## config.mk

```make
export PLATFORM = sky130hd
export DESIGN_NAME = enqueue_agent_v0_2
export DESIGN_NICKNAME = d
export VERILOG_FILES = /design/src/rtl/enqueue_agent_v0_2.sv
export SDC_FILE = /design/constraint.sdc
export NUM_CORES = 1
export LEC_CHECK = 0
export BUFFER_PORTS_ARGS = -buffer_cell sky130_fd_sc_hd__clkbuf_2
export CAP_MARGIN = 10
export CORE_MARGIN = 8
export CORE_UTILIZATION = 45
export DETAILED_ROUTE_END_ITERATION = 12
export GPL_ROUTABILITY_DRIVEN = 0
export GPL_TIMING_DRIVEN = 1
export PLACE_DENSITY_LB_ADDON = 0.2
export SETUP_SLACK_MARGIN = 0.3
export SLEW_MARGIN = 0
export SYNTH_ARGS = -nofsm -noshare
export SYNTH_HDL_FRONTEND = slang
export SYNTH_SLANG_ARGS = --single-unit
```

## constraint.sdc

```tcl
create_clock -name axis_aclk -period 2.1 [get_ports axis_aclk]
set_input_delay 0.105 -clock axis_aclk [delete_from_list [all_inputs] [get_ports axis_aclk]]
set_output_delay 0.105 -clock axis_aclk [all_outputs]
set_load 0.1 [all_outputs]
```

## src/rtl/enqueue_agent_v0_2.sv

```systemverilog
// enqueue_agent_v0_2
// Decodes the destination from sume_meta (tuser), decides per packet whether
// to enqueue, wait for space or drop, then gates buffer_wr_en on every beat and
// pifo_in_en on the first accepted beat. Keeps saturating drop/enqueue counters.
module enqueue_agent_v0_2 #(
    parameter int C_S_AXIS_TUSER_WIDTH = 128,
    parameter int NUM_PORTS            = 4,
    parameter int DST_POS              = 24,
    parameter int DROP_POS             = 32,
    parameter int MCAST_MODE           = 0,
    parameter int WAIT_CYCLES          = 0,
    parameter int CNT_WIDTH            = 32
) (
    input  logic                                 axis_aclk,
    input  logic                                 axis_reset,
    input  logic                                 s_axis_tvalid,
    output logic                                 s_axis_tready,
    input  logic [C_S_AXIS_TUSER_WIDTH-1:0]      s_axis_tuser,
    input  logic                                 s_axis_tlast,
    input  logic [NUM_PORTS:0]                   s_axis_buffer_almost_full,
    input  logic [NUM_PORTS:0]                   s_axis_pifo_full,
    output logic [NUM_PORTS:0]                   m_axis_ctl_pifo_in_en,
    output logic [NUM_PORTS:0]                   m_axis_ctl_buffer_wr_en,
    input  logic                                 stat_clear,
    output logic [(NUM_PORTS+1)*CNT_WIDTH-1:0]   stat_drop_cnt,
    output logic [CNT_WIDTH-1:0]                 stat_meta_drop_cnt,
    output logic [CNT_WIDTH-1:0]                 stat_enq_cnt
);

    localparam int QUEUE_NUM = NUM_PORTS + 1;
    localparam int TW        = (WAIT_CYCLES > 0) ? $clog2(WAIT_CYCLES + 1) : 1;
    localparam logic [TW-1:0] TIMER_INIT = TW'((WAIT_CYCLES > 0) ? WAIT_CYCLES - 1 : 0);
    localparam logic [TW-1:0] T_ONE      = TW'(1);
    localparam logic [CNT_WIDTH-1:0] C_ONE = CNT_WIDTH'(1);

    typedef enum logic [1:0] {IDLE, WAIT, ENQUEUE, DROP} state_t;

    state_t                 state;
    logic [QUEUE_NUM-1:0]   mask;
    logic                   first;
    logic [TW-1:0]          timer;

    logic [QUEUE_NUM-1:0]   dst, blocked, ok, drop_inc;
    logic [NUM_PORTS-1:0]   cpu_bits;
    logic                   meta_drop, eligible, evaluate;
    logic                   meta_hit, go_enq, give_up;
    logic                   unused_tuser;

    // Only a handful of tuser bits matter; fold the rest away.
    assign unused_tuser = ^s_axis_tuser;

    // Even bits of the dst field are the physical ports; any odd bit means CPU.
    for (genvar i = 0; i < NUM_PORTS; i++) begin : g_dst
        assign dst[i]      = s_axis_tuser[DST_POS + 2*i];
        assign cpu_bits[i] = s_axis_tuser[DST_POS + 2*i + 1];
    end
    assign dst[NUM_PORTS] = |cpu_bits;

    assign blocked   = s_axis_buffer_almost_full | s_axis_pifo_full;
    assign ok        = dst & ~blocked;
    assign meta_drop = s_axis_tuser[DROP_POS] | ~|dst;
    assign eligible  = (MCAST_MODE == 0) ? |ok : ~|(dst & blocked);

    // Decision cycle: a fresh packet in IDLE, or a re-evaluation while waiting.
    // Meta drops are only caught in IDLE; tuser is stable across a wait.
    assign meta_hit = s_axis_tvalid && (state == IDLE) && meta_drop;
    assign evaluate = s_axis_tvalid && (((state == IDLE) && !meta_drop) || (state == WAIT));
    assign go_enq   = evaluate && eligible;
    assign give_up  = evaluate && !eligible &&
                      ((WAIT_CYCLES == 0) || ((state == WAIT) && (timer == '0)));

    // Partial multicast charges the queues left out; a give-up charges every target.
    assign drop_inc = go_enq  ? ((MCAST_MODE == 0) ? (dst & ~ok) : '0) :
                      give_up ? dst : '0;

    assign s_axis_tready           = (state == ENQUEUE) || (state == DROP);
    assign m_axis_ctl_buffer_wr_en = ((state == ENQUEUE) && s_axis_tvalid) ? mask : '0;
    assign m_axis_ctl_pifo_in_en   = ((state == ENQUEUE) && s_axis_tvalid && first) ? mask : '0;

    // Packet FSM: decide once per packet, then stream the beats through or away.
    always_ff @(posedge axis_aclk) begin
        if (axis_reset) begin
            state <= IDLE;
            mask  <= '0;
            first <= 1'b0;
            timer <= '0;
        end else begin
            case (state)
                IDLE, WAIT: begin
                    if (!s_axis_tvalid) begin
                        state <= IDLE;
                    end else if (meta_hit) begin
                        state <= DROP;
                    end else if (go_enq) begin
                        state <= ENQUEUE;
                        mask  <= ok;
                        first <= 1'b1;
                    end else if (give_up) begin
                        state <= DROP;
                    end else if (state == IDLE) begin
                        state <= WAIT;
                        timer <= TIMER_INIT;
                    end else begin
                        timer <= timer - T_ONE;
                    end
                end
                ENQUEUE: begin
                    if (s_axis_tvalid) begin
                        first <= 1'b0;
                        if (s_axis_tlast) state <= IDLE;
                    end
                end
                DROP: begin
                    if (s_axis_tvalid && s_axis_tlast) state <= IDLE;
                end
                default: state <= IDLE;
            endcase
        end
    end

    // Per-queue drop counters; clear has priority over a same-cycle increment.
    for (genvar q = 0; q < QUEUE_NUM; q++) begin : g_drop
        logic [CNT_WIDTH-1:0] cnt;
        always_ff @(posedge axis_aclk) begin
            if (axis_reset || stat_clear) cnt <= '0;
            else if (drop_inc[q] && !(&cnt)) cnt <= cnt + C_ONE;
        end
        assign stat_drop_cnt[q*CNT_WIDTH +: CNT_WIDTH] = cnt;
    end

    // Meta-drop counter, saturating.
    always_ff @(posedge axis_aclk) begin
        if (axis_reset || stat_clear) stat_meta_drop_cnt <= '0;
        else if (meta_hit && !(&stat_meta_drop_cnt)) stat_meta_drop_cnt <= stat_meta_drop_cnt + C_ONE;
    end

    // Enqueue counter, bumped on entry to ENQUEUE, saturating.
    always_ff @(posedge axis_aclk) begin
        if (axis_reset || stat_clear) stat_enq_cnt <= '0;
        else if (go_enq && !(&stat_enq_cnt)) stat_enq_cnt <= stat_enq_cnt + C_ONE;
    end

endmodule

```

==> results.md <==
Status:
- The run finished with clean final reports.

Layout:
- In the final layout, the share of cells above drive strength 1 is roughly 56%.
- The final instance area is approximately 0.019 mm2.
- The area overhead of the layout relative to synthesis is 66.5%.
- Leaving out fill and tap cells, the most frequent cell in the layout is clkbuf_2.
- The net count of the finished layout is approximately 2000.
- The layout has roughly 1600 filler cells.
- In the layout the commonest cells are clkbuf_2, dfxtp_4, nor2_1.

Global routing:
- The number of global-route vias before repair came to around 12000.
- The total overflow reported by the global router is 0.
- Across every metal layer, demand over resource in global routing totals a little under a quarter.
- The number of antenna violations at the first check in global routing was 5.
- Entering global routing, the biggest net connects between 40 and 50 pins.
- The first global-routing pass estimated 61700 um of wire.

Floorplan:
- The number of top-level design ports is 378.
- The chip height is between 150 and 200 um.
- The floorplan die area is between 0.03 and 0.04 mm2.
- In this run the horizontal extent of the chip is roughly 180 um.
- For this configuration, the core starts out at a cell density of 45.6%.
- Row generation in the floorplan step produced between 50 and 60 rows.
- The region available for standard cell placement spans roughly 0.025 mm2.

Placement:
- The HPWL after detailed placement is approximately 26000 um.
- After detailed placement, the total cell area comes to roughly 0.015 mm2.
- Port buffering added 258 buffers.
- OpenSTA, run right after detailed placement, puts the worst setup slack at 0.0457 ns.

STA:
- The hold violation total from the final report is 0.
- The final critical path takes up 97.6% of the cycle.
- The max-slew violation total from the final report came to 0.
- Between clock sinks in the finished design, the worst skew comes to about 0.016 ns.
- The actual transition at the worst max-transition pin is roughly 0.66 ns.
- Setup violations remaining at the end of the flow were counted as 0.
- Setup repair after global routing could not meet its margin everywhere.
- Timing would allow up to 488 MHz.
- After routing, the total negative slack on setup checks comes to 0 ns.
- Setup slack on the critical path of the routed design comes to between 0.05 and 0.06 ns.
- The worst slew margin relative to its limit is between 50% and 60%.
- The final critical-path required period is slightly above 2 ns.

Power:
- Of the total power, registers draw 44.5%.
- In this run the static leakage power is just over 7 nW.
- The worst voltage drop across the vdd grid is 0.674 mV.
- For this design the total switching power over the nets is between 2 and 2.5 mW.
- The switching fraction of total power is between 20% and 30%.
- The internal power summed over all cells is about 7 mW.
- The clock network power share is about half.
- The power density over cell area is 494 mW/mm2.
- The combinational cell fraction of total power is around 6.0%.

Critical path:
- STA classifies the critical path startpoint as a register.
- The endpoint kind of the worst setup timing path is a register.
- The number of cell instances on the worst register-to-register path is 7.
- Of all nets on the critical path, the largest fanout is 6.
- At the worst endpoint, the required time is between 2 and 3 ns.
- The path type of the worst setup path is reg -> reg.
- The critical path data arrival time is around 2.5 ns.

Routing:
- After detailed routing, the average wire length per cell comes to slightly below 20 um.
- The routed via count divided by cell count is 5.79.
- The number of nets with antenna violations after detailed routing is 0.
- The number of DRC violations after detailed routing is 0.
- The total via count in the routed design is 12700.
- The wire length after detailed routing is 42700 um.
- The first routing iteration left roughly 940 violations.
- For this run, the detailed router's first-pass iteration total came to 5.

Synth:
- The share of the synthesized area in the top cell type is 40.7%.
- Synthesis inferred ~230 register bits.
- The post-synthesis area per instance is approximately 8.4 um2.
- The Yosys step of the flow raised 0 warnings.
- Counting every net in the synthesized netlist gives 1515.
- The most used flip-flop cell after synthesis is dfxtp_1.
- Counting distinct cell types in the post-synthesis netlist gives between 60 and 70.
- The count of mapped cells out of synthesis is 1365.
- The total standard cell area after synthesis is 0.0114 mm2.
- By area the synthesized netlist is led by dfxtp_1, nor2_1, xnor2_1, xor2_1, nand4_1.
- The number of enable-type register cells in the synthesized netlist is 0.
- For this run, asynchronously set or reset flops after synthesis account for 0%.
- The library cell occupying the most area in the post-synthesis netlist is dfxtp_1.
- Sequential elements use between 40% and 50% of the synthesized area.

Min path:
- Along the worst hold path, the cell count comes to 4.
- The worst hold path class is in -> reg.

CTS:
- The number of clock buffers added by TritonCTS is 27.
- Clock tree synthesis found a total of around 230 sinks.
- The cell at the root of the clock tree is clkbuf_16.
- The clock tree from TritonCTS is built.
- The deepest clock path buffer count is 3.
- In this run the number of H-tree levels came out at 1.
- The clock slew seen by the registers of the worst setup and hold paths is roughly 0.060 ns.
- The insertion delay to the later sink of the worst-skew pair is ~0.53 ns.

Job:
- The tool flagged a number of max-cap violations equal to 0.
## power by group through the flow
stage          logic, mW  clock network, mW  registers [mW]
2_1_floorplan      0.214                  0            4.30
3_3_place_gp       0.401                  0            4.27
3_5_place_dp       0.405                  0            4.27
4_1_cts            0.506               4.73            4.17
5_1_grt            0.596               4.88            4.17
6_report           0.565               4.64            4.18
## layer usage
layer | up-vias | share of wire, % | global-route usage (%)
met5 | - | 0.063 | 0
met4 | 4 | 4.1 | 8.76
met3 | 120 | 7.5 | 5.73
met2 | 500 | 49 | 40.6
met1 | 6143 | 39 | 28.6
li1 | 5918 | - | -
## per-stage QoR
step / power [mW] / utilization, % / hold WS, ns / instances
6_report: 9.38 / 75.9 / 0.0620 / 2191
2_1_floorplan: 4.51 / - / 0.265 / 1365
3_5_place_dp: 4.68 / 60.6 / 0.428 / 1976
5_1_grt: 9.65 / 75.9 / 0.0745 / 2190
4_1_cts: 9.41 / 69.9 / 0.0347 / 2122
3_3_place_gp: 4.67 / 60.6 / 0.414 / 1976
## cell families (layout without fill, tap and decap cells)
logic type	count (synthesis)	after routing	share of synthesized area, %
simple gates	757	760	35.5
mux	4	4	0.351
buf+inv	71	561	2.51
fa+ha+maj	7	7	0.767
xor+xnor	156	156	12.0
other cells	0	3	0
flops	232	232	40.7
compound gates	138	138	8.22
## critical path, stage by stage, from the launching register on
cell and delay [ns]:
dfxtp_4 0.40, nand3_2 0.12, or4_4 0.54, nor4_4 0.33
buf_6 0.22, nor4_4 0.06, xnor2_1 0.21, nor2_1 0.05
## timing repair
item / 4_1_cts / 5_1_grt
hold buffers: 4 / 0
endpoints found under the hold margin: 5 / 0
setup endpoints to repair: 184 / 224
gates resized for setup: 129 / 212
gates cloned: 8 / 0
setup buffers: 85 / 66
pin swaps: 111 / 177
## path summary, 6_finish.rpt
kind / slack [ns] / endpoint / start
setup / recovery: 0.05 / g_drop[3].cnt[15] / g_drop[3].cnt[15]
hold / removal: 0.06 / g_drop[2].cnt[19] / stat_clear
setup reg to reg: 0.05 / g_drop[3].cnt[15] / g_drop[3].cnt[15]
hold reg to reg: 0.49 / g_drop[2].cnt[22] / g_drop[2].cnt[22]
## state kept, by name (all words and copies together), names as in the netlist
| signal | cells |
|---|---|
| first | 1 |
| stat_meta_drop_cnt | 32 |
| mask | 5 |
| state | 2 |
| stat_enq_cnt | 32 |
| g_drop.cnt | 160 |
## cells in the mapped netlist, drive strengths merged (22+ instances only)
master,n
a21oi,54
and3,39
and4,23
clkbuf,47
dfxtp,232
nand2,121
nand3,87
nand4,82
nor2,204
nor3,49
nor4,44
o21ai,26
o31ai,22
or3,28
or4,31
xnor2,80
xor2,76
## layout make-up
| cell class | instances | area, um2 | share of cell area, % |
|---|---|---|---|
| clock inverter | 5 | 98.8 | 0.520 |
| timing repair buffer | 499 | 3770 | 19.8 |
| clock buffer | 44 | 759 | 4.00 |
| antenna | 3 | 7.51 | 0.0395 |
| inverter | 13 | 52.6 | 0.277 |
| tap | 330 | 413 | 2.17 |
| sequential | 232 | 5430 | 28.6 |
| multi-input combinational | 1065 | 8470 | 44.6 |
Note: power is estimated with default switching activity, not from simulation.
